$ cat src/rtl/gobou_serial_ctrl.sv
// gobou_serial_ctrl: sequencer for the 16-lane output serializer.
// Issues serializer loads and one memory write per shifted lane.
module gobou_serial_ctrl #(
  parameter int CORE   = 16,
  parameter int LWIDTH = 5,
  parameter int AWIDTH = 12,
  parameter int NWIDTH = 16
) (
  input  logic              clk,
  input  logic              xrst,
  input  logic              init,
  input  logic [AWIDTH-1:0] base_addr,
  input  logic [NWIDTH-1:0] total,
  input  logic              req,
  output logic              ready,
  output logic              serial_we,
  output logic              mem_we,
  output logic [AWIDTH-1:0] mem_addr,
  output logic              busy,
  output logic              done
);

  localparam logic [1:0] S_IDLE  = 2'd0;
  localparam logic [1:0] S_LOAD  = 2'd1;
  localparam logic [1:0] S_SHIFT = 2'd2;

  logic [1:0]        state_q, state_d;
  logic              pending_q, pending_d;
  logic [NWIDTH-1:0] remaining_q, remaining_d;
  logic [AWIDTH-1:0] addr_q, addr_d;
  logic [AWIDTH-1:0] maddr_q, maddr_d;
  logic [LWIDTH-1:0] lanes_q, lanes_d;
  logic [LWIDTH-1:0] cnt_q, cnt_d;
  logic              done_q, done_d;

  logic              accept;
  logic              last;
  logic [LWIDTH-1:0] lanes_nxt;

  // remaining is reserved by a whole batch when it is loaded,
  // so it always counts words not yet claimed by any batch
  always_comb begin
    ready = 1'b0;
    unique case (1'b1)
      (state_q == S_IDLE):  ready = (remaining_q != '0);
      (state_q == S_SHIFT): ready = !pending_q && (remaining_q != '0);
      default:              ready = 1'b0;
    endcase
  end

  assign accept    = req && ready;
  assign last      = (state_q == S_SHIFT) &&
                     (cnt_q == lanes_q - LWIDTH'(1));
  assign lanes_nxt = (remaining_q >= NWIDTH'(CORE)) ?
                     LWIDTH'(CORE) : remaining_q[LWIDTH-1:0];

  always_comb begin
    state_d     = state_q;
    pending_d   = pending_q;
    remaining_d = remaining_q;
    addr_d      = addr_q;
    maddr_d     = maddr_q;
    lanes_d     = lanes_q;
    cnt_d       = cnt_q;
    done_d      = 1'b0;
    unique case (1'b1)
      (state_q == S_IDLE): begin
        if (accept) begin
          state_d     = S_LOAD;
          lanes_d     = lanes_nxt;
          remaining_d = remaining_q - NWIDTH'(lanes_nxt);
          cnt_d       = '0;
        end
      end
      (state_q == S_LOAD): begin
        state_d = S_SHIFT;
        maddr_d = addr_q;
        addr_d  = addr_q + AWIDTH'(1);
        cnt_d   = '0;
      end
      (state_q == S_SHIFT): begin
        if (accept) pending_d = 1'b1;
        cnt_d = cnt_q + LWIDTH'(1);
        if (last) begin
          if (pending_q || accept) begin
            state_d     = S_LOAD;
            pending_d   = 1'b0;
            lanes_d     = lanes_nxt;
            remaining_d = remaining_q - NWIDTH'(lanes_nxt);
            cnt_d       = '0;
          end else begin
            state_d = S_IDLE;
            done_d  = (remaining_q == '0);
          end
        end else begin
          maddr_d = addr_q;
          addr_d  = addr_q + AWIDTH'(1);
        end
      end
      default: state_d = S_IDLE;
    endcase
    if (init) begin
      state_d     = S_IDLE;
      pending_d   = 1'b0;
      remaining_d = total;
      addr_d      = base_addr;
      maddr_d     = base_addr;
      lanes_d     = '0;
      cnt_d       = '0;
      done_d      = 1'b0;
    end
  end

  always_ff @(posedge clk) begin
    if (xrst) begin
      state_q     <= S_IDLE;
      pending_q   <= 1'b0;
      remaining_q <= '0;
      addr_q      <= '0;
      maddr_q     <= '0;
      lanes_q     <= '0;
      cnt_q       <= '0;
      done_q      <= 1'b0;
    end else begin
      state_q     <= state_d;
      pending_q   <= pending_d;
      remaining_q <= remaining_d;
      addr_q      <= addr_d;
      maddr_q     <= maddr_d;
      lanes_q     <= lanes_d;
      cnt_q       <= cnt_d;
      done_q      <= done_d;
    end
  end

  assign serial_we = (state_q == S_LOAD);
  assign mem_we    = (state_q == S_SHIFT);
  assign mem_addr  = maddr_q;
  assign busy      = (state_q != S_IDLE) || pending_q;
  assign done      = done_q;

endmodule
$ cat config.mk
export PLATFORM = sky130hd
export DESIGN_NAME = gobou_serial_ctrl
export DESIGN_NICKNAME = d
export VERILOG_FILES = /design/src/rtl/gobou_serial_ctrl.sv
export SDC_FILE = /design/constraint.sdc
export NUM_CORES = 1
export LEC_CHECK = 0
export BUFFER_PORTS_ARGS = -buffer_cell sky130_fd_sc_hd__buf_4
export CAP_MARGIN = 30
export CORE_ASPECT_RATIO = 0.7
export CORE_MARGIN = 4
export CORE_UTILIZATION = 46
export CTS_CLUSTER_SIZE = 16
export DETAILED_ROUTE_END_ITERATION = 16
export GPL_TIMING_DRIVEN = 0
export PLACE_DENSITY = 0.66
export SYNTH_ARGS = -nofsm -noshare
export SYNTH_HDL_FRONTEND = slang
export SYNTH_SLANG_ARGS = --single-unit
$ cat constraint.sdc
create_clock -name clk -period 3.1 [get_ports clk]
set_clock_uncertainty 0.2 [all_clocks]
set_input_delay 0.31 -clock clk [delete_from_list [all_inputs] [get_ports clk]]
set_output_delay 0.31 -clock clk [all_outputs]
set_load 0.01 [all_outputs]
==> impl_metrics.yaml <==
flow_run:
  max_cap_violations: 0
clocking:
  cts-root-buf: "clkbuf_8"
  worstSkewPairLatency_ns: 0.32
  path_clk_slew_ns: 0.11
  cts.sinks: 54
  htreeDepth: 2
  clockBufferDepth: 2
  cts_inserted_buffers: 5
  post-cts-setup-buffers: 0
  cts_tree: "built"
logic_synthesis:
  ys_types: 64
  synth_top_cell_area_share: 0.349
  synth_edf_count: 0
  yosysSeqAreaShare: 0.349
  synth.area.top_cells: "dfxtp_1, nand2_1, nor2_1, o31a_1, or4_1"
  syn_inst: 377
  yosysTopAreaCell: "dfxtp_1"
  syn_nets: 413
  synthFlopType: "dfxtp_1"
  syn-cell-area_um2: 3100
  yosysWarnings: 0
  synthArstFlopShare: 0
  syn_avg_cell_area_um2: 8.22
  ys_ff_latch: 54
detailed_routing:
  antenna_left: 0
  drtIter0Drc: 309
  totalWireLength_um: 9220
  num_vias: 3202
  via_per_inst: 6.10
  route.detailed.drc: 0
  dr.pass1.iters: 6
  wl_per_cell_um: 17.6
floorplan:
  initial_core_util: 0.485
  die_y_um: 76.7
  io_pins: 49
  core_um2: 6400
  num_rows: 24
  dieWidth_um: 106
  die_area_um2: 8140
layout:
  area_growth_pct: 19.9
  antenna-diode-count: 0
  drive_gt1_frac: 0.175
  final_util: 0.581
  finalNetCount: 469
critical_path:
  cp-end-kind: "flop"
  cp_max_fo: 10
  crit_arrival_ns: 2.87
  cp.required_ns: 3.09
  critical_path_class: "reg -> reg"
  crit_path_start_kind: "flop"
placed_design:
  port-buffer-count: 47
  gp_congestion: 0.884
  dp_slack_ns: 0.278
  dp_hpwl_um: 6840
power:
  p_int_mw: 1.15
  combPwrFrac: 0.206
  seqPwrFrac: 0.474
  switching_power_mw: 0.500
  peakVddDrop_uv: 240
  p_sw_frac: 0.303
  clkPwrFrac: 0.320
  powerDensity_nw_per_um2: 444
  leakagePower_nw: 1.41
timing:
  hold_viol_final: 0
  period_needed_ns: 2.88
  grt_setup_unrepaired: "false"
  slew_violations: 0
  max_freq_mhz: 347
  tns_ns: 0
  tightest_slew_ns: 0.659
  slew_headroom: 0.560
  period_share: 0.928
  setup_viol: 0
  fin_ws_ns: 0.222
grt:
  first_global_vias: 2919
  grt_usage: 0.226
  grt_max_degree: 18
  overflow: 0
  grt_pass1_wl_um: 14900
  antenna_found_initial: 0
min_path:
  hp-class: "in -> reg"
status:
  outcome: "completed"
critical path: stages, from the launching register on:
cell	delay [ns]
dfxtp_1	0.40
inv_1	0.06
ha_1	0.22
nor3b_1	0.16
xnor2_1	0.43
a41oi_2	0.34
clkbuf_1	0.35
o311ai_0	0.46
o211ai_1	0.14
layer usage:
layer  vias to the layer above  wire [µm]  share of wire  GRT usage
met4                         0         71         0.0077     0.0479
met3                        11        774          0.084     0.0629
met5                         -          0              0          0
li1                       1545          -              -          -
met1                      1519       4480           0.49      0.337
met2                       127       3890           0.42      0.323
cells by family after synthesis:
family,after synthesis,synth area share
other,1,0.00121
xor gates and xnor gates,11,0.0311
DFF,54,0.349
AOI/OAI and AO/OA,104,0.262
adders and majority gates,4,0.0161
buffers and inverters,41,0.0589
and+or+nand+nor,159,0.273
muxes,3,0.00969
state kept, by name, indices dropped and copies added (netlist names):
register and flops:
addr_q 12, done 1, state_q 2, pending_q 1
cnt_q 5, remaining_q 16, lanes_q 5, mem_addr 12
synth_stat cells (all sizes together), types with 7 or more instances:
master and n:
o31a 11, a31oi 12, xnor2 9, nand4 7, or4 11, inv 13
dfxtp 54, nor4 11, o21bai 8, a21oi 16, nand3 8, o21ai 8
nand2 42, o31ai 7, nor3 16, buf 11, nor2 27, clkbuf 16
or3 9
final timing paths:
path	from	end	slack, ns	cells past startpoint
worst max-delay path	lanes_q[0]	remaining_q[2]	0.22	8
worst min-delay path	total[5]	remaining_q[5]	0.02	2
worst max register to register	lanes_q[0]	remaining_q[2]	0.22	8
worst min register to register	mem_addr[2]	mem_addr[2]	0.28	2
placed cells by master, fill, tap and decap left out, types with 3 or more instances in the layout:
cell and n:
dfxtp_1 54, buf_4 49, nand2_1 42, nor2_1 27, nor3_1 16, a21oi_1 16, clkbuf_1 16, inv_1 13
a31oi_1 12, or4_1 11, o31a_1 11, nor4_1 10, or3_1 9, xnor2_1 9, buf_2 8, o21bai_1 8
nand3_1 8, nand4_1 7, o21ai_0 7, o31ai_1 7, clkbuf_8 6, and4_1 5, nor3b_1 4, a211oi_1 4
and3_1 4, o211ai_1 4, ha_1 4, nor4b_1 3, o22ai_1 3, nand3b_1 3, mux2i_1 3, a21boi_0 3
a311oi_1 3
power by group through the flow:
stage,Combinational [mW],Clock (mW),Sequential (mW)
finish,0.340,0.529,0.783
global placement,0.328,0,0.795
global route,0.375,0.560,0.790
detailed placement,0.333,0,0.795
CTS,0.336,0.536,0.780
floorplan,0.216,0,0.789
repair_timing:
item	4_1_cts	5_1_grt
setup endpoints to repair	0	1
endpoints found under the hold margin	2	0
hold buffers	2	0
resized for setup	0	1
metrics by stage:
| step | hold slack (ns) | instances | area, µm² | power [mW] |
|---|---|---|---|---|
| floorplan | 0.232 | 377 | 3100 | 1.01 |
| global placement | 0.264 | 515 | 3570 | 1.12 |
| detailed placement | 0.273 | 515 | 3570 | 1.13 |
| CTS | 0.0127 | 525 | 3710 | 1.65 |
| global route | 0.0331 | 525 | 3720 | 1.73 |
| finish | 0.0165 | 525 | 3720 | 1.65 |
cell type report:
cell class / instances / area [µm²]
buffer: 27 / 130
clock buffer: 6 / 82.6
clock inverter: 2 / 38.8
fill: 601 / 2680
inverter: 14 / 52.6
multi-input combinational: 282 / 1840
sequential: 54 / 1080
tap: 91 / 114
timing repair buffer: 49 / 373
Power figures use the tool's default switching activity.
